$ cat config.mk
export PLATFORM = sky130hd
export DESIGN_NAME = plab5_mcore_net_msg_to_mem_resp_flat
export DESIGN_NICKNAME = d
export VERILOG_FILES = /design/src/rtl/plab5_mcore_net_msg_to_mem_resp_if.sv /design/src/rtl/plab5_mcore_net_msg_to_mem_resp.sv /design/src/flat_wrapper.sv
export SDC_FILE = /design/constraint.sdc
export NUM_CORES = 1
export LEC_CHECK = 0
export CORE_MARGIN = 4
export CORE_UTILIZATION = 35
export CTS_CLUSTER_DIAMETER = 40
export DETAILED_ROUTE_END_ITERATION = 16
export PLACE_DENSITY = 0.59
export SYNTH_ARGS = -nofsm -noshare
export SYNTH_HDL_FRONTEND = slang
export SYNTH_SLANG_ARGS = --single-unit
$ cat constraint.sdc
create_clock -name clk -period 3.86 [get_ports clk]
set_input_delay 0.386 -clock clk [delete_from_list [all_inputs] [get_ports clk]]
set_output_delay 0.386 -clock clk [all_outputs]
set_load 0.005 [all_outputs]
$ cat src/rtl/plab5_mcore_net_msg_to_mem_resp_if.sv
`default_nettype none
// ============================================================================
// Module   : plab5_mcore_net_msg_to_mem_resp_if
// Brief    : Network-in / memory-response-out handshake bundle for the
//            core-side memory-response receive adapter.
// Revision : 1.0 - initial release
// ============================================================================
interface plab5_mcore_net_msg_to_mem_resp_if #(
  parameter int NET_CNBITS    = 25,
  parameter int MEM_CNBITS    = 13,
  parameter int DATA_NBITS    = 32,
  parameter int SRCDEST_NBITS = 3
);
  // network side
  logic                     in_val;
  logic                     in_rdy;
  logic [NET_CNBITS-1:0]    in_msg_control;
  logic [DATA_NBITS-1:0]    in_msg_data;
  // memory-response side
  logic                     out_val;
  logic                     out_rdy;
  logic [MEM_CNBITS-1:0]    out_msg_control;
  logic [DATA_NBITS-1:0]    out_msg_data;
  logic                     out_fail;
  logic [SRCDEST_NBITS-1:0] out_src;

  // master: the environment feeding the adapter and consuming its responses
  modport master (
    output in_val, in_msg_control, in_msg_data, out_rdy,
    input  in_rdy, out_val, out_msg_control, out_msg_data, out_fail, out_src
  );

  // slave: the adapter itself
  modport slave (
    input  in_val, in_msg_control, in_msg_data, out_rdy,
    output in_rdy, out_val, out_msg_control, out_msg_data, out_fail, out_src
  );
endinterface
`default_nettype wire

$ cat src/rtl/plab5_mcore_net_msg_to_mem_resp.sv
`default_nettype none
// ============================================================================
// Module   : plab5_mcore_net_msg_to_mem_resp
// Brief    : Core-side receive adapter. Checks destination, returned core id
//            and security domain of incoming network messages, strips the
//            network header and delivers {mem ctrl, data, fail, src} through
//            a 2-entry queue. Rejected messages are consumed and flagged.
// Options  : PLAB5_MCORE_NET_RESP_DROP_CNT_EN adds o_drop_cnt, an 8-bit
//            saturating count of dropped messages.
// Revision : 1.0 - initial release
// ============================================================================
module plab5_mcore_net_msg_to_mem_resp #(
  parameter int PORT_ID           = 0,
  parameter int NUM_PORTS         = 4,
  parameter int MEM_OPAQUE_NBITS  = 8,
  parameter int MEM_DATA_NBITS    = 32,
  parameter int NET_OPAQUE_NBITS  = 4,
  parameter int NET_SRCDEST_NBITS = 3
) (
  input  wire         clk,
  input  wire         reset,
  input  wire         i_domain,
  input  wire         i_err_clr,
  output logic        o_drop_err,
`ifdef PLAB5_MCORE_NET_RESP_DROP_CNT_EN
  output logic [7:0]  o_drop_cnt,
`endif
  plab5_mcore_net_msg_to_mem_resp_if.slave io_bus
);

  localparam int NS = NET_SRCDEST_NBITS;
  localparam int NO = NET_OPAQUE_NBITS;
  localparam int MO = MEM_OPAQUE_NBITS;
  localparam int MD = MEM_DATA_NBITS;
  localparam int c_mem_cnbits = 3 + MO + 2;
  localparam int c_net_cnbits = NS + NS + NO + c_mem_cnbits + 2;
  localparam logic [NS-1:0] c_port_id = NS'(PORT_ID);

  // A port id outside the network can never match any destination
  if (PORT_ID >= NUM_PORTS) begin : g_port_id_chk
    $error("PORT_ID must be smaller than NUM_PORTS");
  end

  // --------------------------------------------------------------------------
  // Network header decode
  // --------------------------------------------------------------------------
  logic [NS-1:0]           w_dest;
  logic [NS-1:0]           w_src;
  logic [NO-1:0]           w_net_opaque;
  logic                    w_msg_domain;
  logic                    w_fail;
  logic [c_mem_cnbits-1:0] w_mem_ctrl;
  logic [NS-1:0]           w_core_id;
  logic                    w_unused;

  assign w_dest       = io_bus.in_msg_control[c_net_cnbits-1 -: NS];
  assign w_src        = io_bus.in_msg_control[c_net_cnbits-NS-1 -: NS];
  assign w_net_opaque = io_bus.in_msg_control[c_mem_cnbits+2 +: NO];
  assign w_msg_domain = io_bus.in_msg_control[c_mem_cnbits+1];
  assign w_fail       = io_bus.in_msg_control[c_mem_cnbits];
  assign w_mem_ctrl   = io_bus.in_msg_control[c_mem_cnbits-1:0];
  // core id lives in the top bits of the memory opaque field
  assign w_core_id    = w_mem_ctrl[2+MO-1 -: NS];
  // network opaque is not needed once the message has reached its core
  assign w_unused     = ^w_net_opaque;

  // --------------------------------------------------------------------------
  // Queue state
  // --------------------------------------------------------------------------
  logic [1:0]              r_count;
  logic                    r_head;
  logic                    r_tail;
  logic [c_mem_cnbits-1:0] r_ctrl [0:1];
  logic [MD-1:0]           r_data [0:1];
  logic                    r_fail [0:1];
  logic [NS-1:0]           r_src  [0:1];

  logic       w_in_rdy;
  logic       w_out_val;
  logic       w_accept;
  logic       w_pass;
  logic       w_enq;
  logic       w_drop;
  logic       w_deq;
  logic [1:0] w_count_next;

  // in_rdy comes only from registered occupancy; a full queue never bypasses
  assign w_in_rdy  = (r_count < 2'd2);
  assign w_out_val = (r_count != 2'd0);
  assign w_accept  = io_bus.in_val && w_in_rdy;
  assign w_pass    = (w_dest == c_port_id) && (w_core_id == c_port_id) &&
                     (w_msg_domain == i_domain);
  assign w_enq     = w_accept && w_pass;
  assign w_drop    = w_accept && !w_pass;
  assign w_deq     = w_out_val && io_bus.out_rdy;

  // Occupancy update: simultaneous enqueue and dequeue leaves it unchanged
  always_comb begin
    w_count_next = r_count;
    case ({w_enq, w_deq})
      2'b10:   w_count_next = r_count + 2'd1;
      2'b01:   w_count_next = r_count - 2'd1;
      default: w_count_next = r_count;
    endcase
  end

  // Queue storage and pointers; reset discards every queued entry
  always_ff @(posedge clk or posedge reset) begin
    if (reset) begin
      r_count <= 2'd0;
      r_head  <= 1'b0;
      r_tail  <= 1'b0;
      for (int k = 0; k < 2; k++) begin
        r_ctrl[k] <= '0;
        r_data[k] <= '0;
        r_fail[k] <= 1'b0;
        r_src[k]  <= '0;
      end
    end else begin
      if (w_enq) begin
        r_ctrl[r_tail] <= w_mem_ctrl;
        r_data[r_tail] <= io_bus.in_msg_data;
        r_fail[r_tail] <= w_fail;
        r_src[r_tail]  <= w_src;
        r_tail         <= ~r_tail;
      end
      if (w_deq) begin
        r_head <= ~r_head;
      end
      r_count <= w_count_next;
    end
  end

  // Sticky drop flag: a drop in the same cycle as a clear wins
  always_ff @(posedge clk or posedge reset) begin
    if (reset) begin
      o_drop_err <= 1'b0;
    end else if (w_drop) begin
      o_drop_err <= 1'b1;
    end else if (i_err_clr) begin
      o_drop_err <= 1'b0;
    end
  end

`ifdef PLAB5_MCORE_NET_RESP_DROP_CNT_EN
  // Saturating drop counter; clear-then-count when clear and drop coincide
  always_ff @(posedge clk or posedge reset) begin
    if (reset) begin
      o_drop_cnt <= 8'd0;
    end else if (w_drop) begin
      if (i_err_clr) begin
        o_drop_cnt <= 8'd1;
      end else if (o_drop_cnt != 8'hFF) begin
        o_drop_cnt <= o_drop_cnt + 8'd1;
      end
    end else if (i_err_clr) begin
      o_drop_cnt <= 8'd0;
    end
  end
`endif

  // --------------------------------------------------------------------------
  // Outputs present the head entry
  // --------------------------------------------------------------------------
  assign io_bus.in_rdy          = w_in_rdy;
  assign io_bus.out_val         = w_out_val;
  assign io_bus.out_msg_control = r_ctrl[r_head];
  assign io_bus.out_msg_data    = r_data[r_head];
  assign io_bus.out_fail        = r_fail[r_head];
  assign io_bus.out_src         = r_src[r_head];

endmodule
`default_nettype wire

$ cat src/flat_wrapper.sv
// flat-port wrapper written by rule: the top's interface ports become plain ports
module plab5_mcore_net_msg_to_mem_resp_flat 
#(
  parameter int PORT_ID           = 0,
  parameter int NUM_PORTS         = 4,
  parameter int MEM_OPAQUE_NBITS  = 8,
  parameter int MEM_DATA_NBITS    = 32,
  parameter int NET_OPAQUE_NBITS  = 4,
  parameter int NET_SRCDEST_NBITS = 3
)
  (clk, reset, i_domain, i_err_clr, o_drop_err, io_bus_in_val, io_bus_in_msg_control, io_bus_in_msg_data, io_bus_out_rdy, io_bus_in_rdy, io_bus_out_val, io_bus_out_msg_control, io_bus_out_msg_data, io_bus_out_fail, io_bus_out_src);
  plab5_mcore_net_msg_to_mem_resp_if #(.NET_CNBITS(25), .MEM_CNBITS(13), .DATA_NBITS(32), .SRCDEST_NBITS(3)) io_bus_i ();
  input  wire clk;
  input  wire reset;
  input  wire i_domain;
  input  wire i_err_clr;
  output logic o_drop_err;
  input wire logic [$bits(io_bus_i.in_val)-1:0] io_bus_in_val;
  input wire logic [$bits(io_bus_i.in_msg_control)-1:0] io_bus_in_msg_control;
  input wire logic [$bits(io_bus_i.in_msg_data)-1:0] io_bus_in_msg_data;
  input wire logic [$bits(io_bus_i.out_rdy)-1:0] io_bus_out_rdy;
  output wire logic [$bits(io_bus_i.in_rdy)-1:0] io_bus_in_rdy;
  output wire logic [$bits(io_bus_i.out_val)-1:0] io_bus_out_val;
  output wire logic [$bits(io_bus_i.out_msg_control)-1:0] io_bus_out_msg_control;
  output wire logic [$bits(io_bus_i.out_msg_data)-1:0] io_bus_out_msg_data;
  output wire logic [$bits(io_bus_i.out_fail)-1:0] io_bus_out_fail;
  output wire logic [$bits(io_bus_i.out_src)-1:0] io_bus_out_src;
  assign io_bus_i.in_val = io_bus_in_val;
  assign io_bus_i.in_msg_control = io_bus_in_msg_control;
  assign io_bus_i.in_msg_data = io_bus_in_msg_data;
  assign io_bus_i.out_rdy = io_bus_out_rdy;
  assign io_bus_in_rdy = io_bus_i.in_rdy;
  assign io_bus_out_val = io_bus_i.out_val;
  assign io_bus_out_msg_control = io_bus_i.out_msg_control;
  assign io_bus_out_msg_data = io_bus_i.out_msg_data;
  assign io_bus_out_fail = io_bus_i.out_fail;
  assign io_bus_out_src = io_bus_i.out_src;
  plab5_mcore_net_msg_to_mem_resp #(.PORT_ID(PORT_ID), .NUM_PORTS(NUM_PORTS), .MEM_OPAQUE_NBITS(MEM_OPAQUE_NBITS), .MEM_DATA_NBITS(MEM_DATA_NBITS), .NET_OPAQUE_NBITS(NET_OPAQUE_NBITS), .NET_SRCDEST_NBITS(NET_SRCDEST_NBITS)) u_core (.clk(clk), .reset(reset), .i_domain(i_domain), .i_err_clr(i_err_clr), .o_drop_err(o_drop_err), .io_bus(io_bus_i));
endmodule
==> results of run 1 <==
==> kinds of logic (layout without fill, tap and decap cells) <==
family | after synthesis | after routing
xor+xnor | 6 | 6
fa+ha+maj | 1 | 1
flops | 103 | 103
simple gates | 18 | 18
buf+inv | 19 | 137
compound gates | 1 | 1
mux | 141 | 141
==> flip-flops by register name, indices dropped and copies added, names as in the netlist <==
register	flops
u_core.o_drop_err	1
u_core.r_count	2
u_core.r_ctrl	26
u_core.r_data	64
u_core.r_fail	2
u_core.r_head	1
u_core.r_src	6
u_core.r_tail	1
==> cells in the mapped netlist, drive strengths merged (2+ instances only) <==
master,number
dfrtp,103
and2,7
buf,15
mux2,141
nor2,2
inv,3
xnor2,5
nand4,3
==> worst max-delay path: cells and delay by family (launching register included) <==
family,cells,cell delay [ns]
buffers and inverters,2,0.82
DFF,1,0.80
muxes,1,0.35
==> final cells by class <==
cell class                      count  area (µm²)  area share
Multi-Input combinational cell    167        1840       0.303
Sequential cell                   103        2580       0.425
Timing Repair Buffer              118        1160       0.191
Inverter                            3        13.8     0.00227
Clock buffer                       12         236      0.0390
Tap cell                          172         215      0.0355
Clock inverter                      4        22.5     0.00371
==> where the power goes <==
| group | leakage, nW | switching (mW) | total [mW] | internal, mW |
|---|---|---|---|---|
| sequential | 1.42 | 0.0999 | 1.25 | 1.15 |
| combinational | 1.41 | 0.171 | 0.491 | 0.320 |
| clock | 0.126 | 0.383 | 0.817 | 0.435 |
| total | 2.95 | 0.654 | 2.56 | 1.90 |
==> worst paths after layout <==
path,start,end,slack (ns),depth (start not counted)
max,u_core.r_head$_DFFE_PP0P_,io_bus_out_msg_control[7],1.12,3
min,u_core.r_ctrl[20]$_DFFE_PP0P_,u_core.r_ctrl[20]$_DFFE_PP0P_,0.48,1
max reg2reg,u_core.r_count[1]$_DFFE_PP0P_,u_core.r_ctrl[5]$_DFFE_PP0P_,2.24,4
min reg2reg,u_core.r_ctrl[20]$_DFFE_PP0P_,u_core.r_ctrl[20]$_DFFE_PP0P_,0.48,1
max in group asynchronous,reset,u_core.r_ctrl[10]$_DFFE_PP0P_,2.48,3
min in group asynchronous,reset,u_core.r_data[25]$_DFFE_PP0P_,0.59,2
==> layer usage <==
layer	part of all wire	GRT usage	wire length, µm
met5	0	0	0
met4	0.013	0.0441	126
met3	0.092	0.0715	873
met2	0.47	0.215	4430
met1	0.43	0.170	4020
==> metrics by stage <==
stage | hold WS (ns) | total power [mW] | std cells | util | setup WS (ns)
2_1_floorplan | 0.447 | 1.52 | 289 | - | 0.770
3_3_place_gp | 0.463 | 1.77 | 563 | 0.460 | 1.44
3_5_place_dp | 0.467 | 1.77 | 563 | 0.460 | 1.45
4_1_cts | 0.487 | 2.62 | 579 | 0.481 | 1.06
5_1_grt | 0.510 | 2.71 | 579 | 0.481 | 0.987
6_report | 0.478 | 2.56 | 579 | 0.481 | 1.12
==> metrics.md, run 1 <==
| Metric | Value |
|---|---|
| Outcome | `finished clean` |
| P_leak | `2.95 nW` |
| Simple-gate portion of the synthesized area | `0.0277` |
| Number of port buffers | `110` |
| Cells along the critical path | `buf_4 > mux2_2 > clkdlybuf4s50_1` |
| Yosys top cell by area | `dfrtp_1` |
| Synth Flop Type | `dfrtp_1` |
| Final setup violation count | `0` |
| Worst-Skew Late Latency | `roughly 0.35 ns` |
| Initial Utilization | `0.358` |
| Std cell rows | `a little over 40` |
| Final period util | `0.710` |
| Slew HR | `0.388` |
| Req. time, crit path | `3.47 ns` |
| Dpl hpwl | `around 6300 µm` |
| Yosys warnings | `0` |
| Adder-Cell Fraction of Synth Area | `0.00277` |
| Post-DRT Antenna Nets | `0` |
| Register area share after synthesis | `0.571` |
| Yosys top cell area share | `0.571` |
| Number of flops mapped to enable cells by yosys | `0` |
| Wirelength per Cell | `about 16 µm` |
| RSZ-0062 raised after global routing | `false` |
| Initial DRT Pass Iterations | `4` |
| Fin crit period | `around 2.7 ns` |
| Most frequent cells in the layout | `mux2_2 (122), clkdlybuf4s50_1 (110), dfrtp_1 (102), mux2_4 (14), clkbuf_16 (9)` |
| Worst path max stage delay | `~0.80 ns` |
| Post-synthesis mux area share | `0.363` |
| Via-to-Cell Ratio | `4.72` |
| Setup TNS | `0 ns` |
| DRC | `0` |
| Routed wire length | `roughly 9400 µm` |
| Fillcell total | `1,193` |
| Cell Area, Placed | `between 5000 and 6000 µm²` |
| Crit start category | `register` |
| Synthesized flop and latch total | `around 100` |
| Main combinational cell family by area after synthesis | `multiplexers` |
| Worst min path class | `reg2reg` |
| Nets@finish | `approximately 470` |
| Hold Buf Count CTS | `0` |
| Final instance area | `slightly above 6000 µm²` |
| Die W | `around 120 µm` |
| Synth cell types | `22` |
| Number of clock sinks | `103` |
| Final hold viol count | `0` |
| Slew Limit Fails | `0` |
| Max Cap Viol | `0` |
| Ports | `~120` |
| Critical Path AT | `~2.4 ns` |
| Vias in the first global route | `~3,100` |
| Core box area | `12,600 µm²` |
| Die Y | `122 µm` |
| Share of cells above drive strength 1 | `0.396` |
| Max IR drop VDD | `between 0.2 and 0.25 mV` |
| Die area | `14,800 µm²` |
| Cts bufs inserted | `9` |
| Async set-reset flop share out of synthesis | `1.00` |
| Clk_skew | `0.00765 ns` |
| GRT Resource Usage Total | `0.139` |
| Synth Instances | `approximately 290` |
| Synthesized cell area | `4510 µm²` |
| Post-CTS Repair Setup Buffers | `0` |
| Syn_nets | `around 350` |
| CTS tree | `yes` |
| Clock buffer depth | `2` |
| Number of DRC markers in iteration 0 | `about 130` |
| Slew @ Worst Pin | `a little over 0.9 ns` |
| H-Tree Level Count | `3` |
| Synth-to-Final Area Change | `34.4%` |
| GP Congestion | `0.701` |
| DR vias | `2,732` |
| Pin count of the biggest net entering global routing | `74` |
| CP Max Fanout | `27` |
| GRT overflow | `0` |
| WS Path Type | `reg2out` |
| Critical Path Sink Type | `output pin` |
| Area contributors post-synth | `dfrtp_1 (57%), mux2_2 (30%), mux2_4 (4.7%)` |
| Clk slew on worst S/H paths | `about 0.07 ns` |
| Antenna violations before repair | `0` |
| P per Cell Area | `421 nW/µm²` |
| Xor/xnor cell area share of the yosys netlist | `0.0116` |
| Syn avg cell area | `15.6 µm²` |
| Slowest-stage cell, CP | `dfrtp_2` |
| Post-synthesis compound-gate area fraction | `0.00194` |
| CTS root buffer | `clkbuf_16` |
| Most common cell after layout, fill and taps aside | `mux2_2` |
| # diodes | `0` |
| First-pass GRT wire length | `between 15,000 and 20,000 µm` |
| Post-CTS Resized | `0` |
| F_max | `365 MHz` |
Power figures use the tool's default switching activity.
==> run 2, diff against run 1 <==
clock period = 2.8 ns   (was 3.86 ns; I/O delays follow)
==> metrics.md, run 2 (synthesis gave the netlist of run 1 again) <==
| Metric | Value |
|---|---|
| Worst path max stage delay | `0.58 ns (-0.22 ns)` |
| Initial Utilization | `0.358 (unchanged)` |
| Cells along the critical path | `buf_12 > mux2_2 > clkdlybuf4s50_1` |
| Hold Buf Count CTS | `0 (unchanged)` |
| Final hold viol count | `0 (unchanged)` |
| Max reg flops | `64 (unchanged)` |
| Biggest regs | `u_core.r_data: 64 flops, u_core.r_ctrl: 26 flops, u_core.r_src: 6 flops` |
| Setup TNS | `0 ns (unchanged)` |
| Critical Path AT | `2.10 ns (-0.25 ns)` |
| Die area | `14,800 µm² (unchanged)` |
| CTS tree | `yes` |
| Cells after DPL | `562 (-0.18%)` |
| Clk slew on worst S/H paths | `0.07 ns (about the same)` |
| Std cell rows | `41 (unchanged)` |
| DR vias | `2,702 (-1.1%)` |
| Slew @ Worst Pin | `0.553 ns (-0.364 ns)` |
| Post-CTS Resized | `0 (unchanged)` |
| CP Max Fanout | `39 (+44%)` |
| WS Path Type | `reg2out` |
| Share of cells above drive strength 1 | `0.399 (+0.00344)` |
| Number of clock sinks | `103 (unchanged)` |
| Worst path bufs/invs | `2 (unchanged)` |
| Antenna violations before repair | `0 (unchanged)` |
| Fin crit period | `between 2 and 2.5 ns` |
| Req. time, crit path | `2.52 ns (-0.95 ns)` |
| Number of DRC markers in iteration 0 | `77 (-42%)` |
| Clk_skew | `0.00823 ns (+0.000583 ns)` |
| Slew Limit Fails | `0 (unchanged)` |
| Largest delay share family, worst path | `buffers and inverters` |
| Final hold slack | `0.443 ns (-0.0351 ns)` |
| Nets@finish | `465 (-0.21%)` |
| GRT overflow | `0 (unchanged)` |
| Psw | `0.916 mW (+40%)` |
| Final period util | `0.850` |
| Post-CTS Repair Setup Buffers | `0 (unchanged)` |
| Slew HR | `0.631 (+0.243)` |
| Cts bufs inserted | `9 (unchanged)` |
| Die Y | `122 µm (unchanged)` |
| Post-DRT Antenna Nets | `0 (unchanged)` |
| Pin count of the biggest net entering global routing | `104 (+41%)` |
| Max IR drop VDD | `0.411 mV (+76%)` |
| P per Cell Area | `601 nW/µm² (+43%)` |
| Number of port buffers | `110 (unchanged)` |
| Fillcell total | `1,130 (-5.3%)` |
| Worst min path class | `in2async` |
| Most common cell after layout, fill and taps aside | `mux2_2` |
| Vias in the first global route | `3,066 (-1.1%)` |
| GRT Resource Usage Total | `0.136 (-0.00311)` |
| Final setup violation count | `0 (unchanged)` |
| Ports | `115 (unchanged)` |
| Critical Path Sink Type | `output pin` |
| Routed wire length | `9480 µm (+0.39%)` |
| Via-to-Cell Ratio | `4.67 (-0.93%)` |
| First-pass GRT wire length | `15,600 µm (-1.4%)` |
| Max Cap Viol | `0 (unchanged)` |
| GP Congestion | `0.686 (-2.1%)` |
| RSZ-0062 raised after global routing | `false` |
| Most frequent cells in the layout | `mux2_2 (122), clkdlybuf4s50_1 (110), dfrtp_1 (102), mux2_4 (14), clkbuf_16 (9)` |
| Reg power frac | `0.454 (-0.034)` |
| Outcome | `finished clean` |
| Biggest register | `u_core.r_data` |
| F_max | `between 400 and 500 MHz` |
| # diodes | `0 (unchanged)` |
| Int Power | `2.78 mW (+46%)` |
| Slowest-stage cell, CP | `dfrtp_2` |
| Die W | `122 µm (unchanged)` |
| Synth-to-Final Area Change | `36.3%` |
| Initial DRT Pass Iterations | `4 (unchanged)` |
| DRC | `0 (unchanged)` |
| H-Tree Level Count | `3 (unchanged)` |
| Worst-Skew Late Latency | `0.34 ns (about the same)` |
| Logic pwr share | `0.198 (+0.006)` |
| Core box area | `12,600 µm² (unchanged)` |
| Wirelength per Cell | `16.4 µm (+0.57%)` |
| Non-Filler Instances | `578 (-0.17%)` |
| Clock buffer depth | `2 (unchanged)` |
| Clk pwr share | `0.348 (+0.028)` |
| CTS root buffer | `clkbuf_16` |
| Crit start category | `register` |
| P_leak | `2.98 nW (+0.83%)` |
| Switch share | `0.248 (-0.00773)` |
| Dpl hpwl | `6180 µm (-1.6%)` |
==> run 2: worst min-delay path, cell delays in order <==
cell             delay, ns
clkdlybuf4s50_1       0.44
clkinvlp_4            0.09
buf_12                0.42
==> run 2: power groups by stage <==
stage	registers, mW	logic [mW]	clock network, mW
after CTS	1.68	0.751	1.33
after global routing	1.70	0.797	1.40
after floorplan	1.65	0.444	0
after detailed placement	1.71	0.749	0
final	1.68	0.730	1.29
after global placement	1.71	0.742	0
==> run 2: metal layers <==
metal	routed length, µm	GRT usage	up-vias
met1	4000	0.167	1364
met4	195	0.0574	0
met3	840	0.0594	15
met5	0	0	-
li1	-	-	1246
met2	4450	0.211	77
==> run 2: per-stage QoR <==
stage,setup WS [ns],power (mW),utilization,instance area [µm²]
after detailed placement,0.560,2.46,0.463,5840
after global routing,0.319,3.89,0.487,6150
after CTS,0.373,3.77,0.487,6150
after global placement,0.604,2.45,0.463,5840
final,0.421,3.70,0.487,6150
after floorplan,1.27,2.09,-,4520
==> run 2: area by class of cell <==
class / instances / area [µm²] / area share
Clock buffer: 12 / 256 / 0.0417
Clock inverter: 4 / 53.8 / 0.00875
Inverter: 3 / 15.0 / 0.00244
Multi-Input combinational cell: 167 / 1840 / 0.299
Sequential cell: 103 / 2580 / 0.419
Timing Repair Buffer: 117 / 1190 / 0.194
Tap cell: 172 / 215 / 0.0350
==> run 2: path summary, 6_finish.rpt <==
| kind | from | end | slack [ns] | cells past startpoint |
|---|---|---|---|---|
| setup / recovery | u_core.r_head$_DFFE_PP0P_ | io_bus_out_msg_data[16] | 0.42 | 3 |
| hold / removal | reset | u_core.r_data[0]$_DFFE_PP0P_ | 0.44 | 3 |
| setup reg to reg | u_core.r_count[1]$_DFFE_PP0P_ | u_core.r_data[54]$_DFFE_PP0P_ | 1.11 | 5 |
| hold reg to reg | u_core.r_ctrl[9]$_DFFE_PP0P_ | u_core.r_ctrl[9]$_DFFE_PP0P_ | 0.48 | 1 |
| max in group asynchronous | reset | u_core.r_head$_DFFE_PP0P_ | 1.91 | 3 |
| min in group clk | u_core.r_ctrl[9]$_DFFE_PP0P_ | u_core.r_ctrl[9]$_DFFE_PP0P_ | 0.48 | 1 |
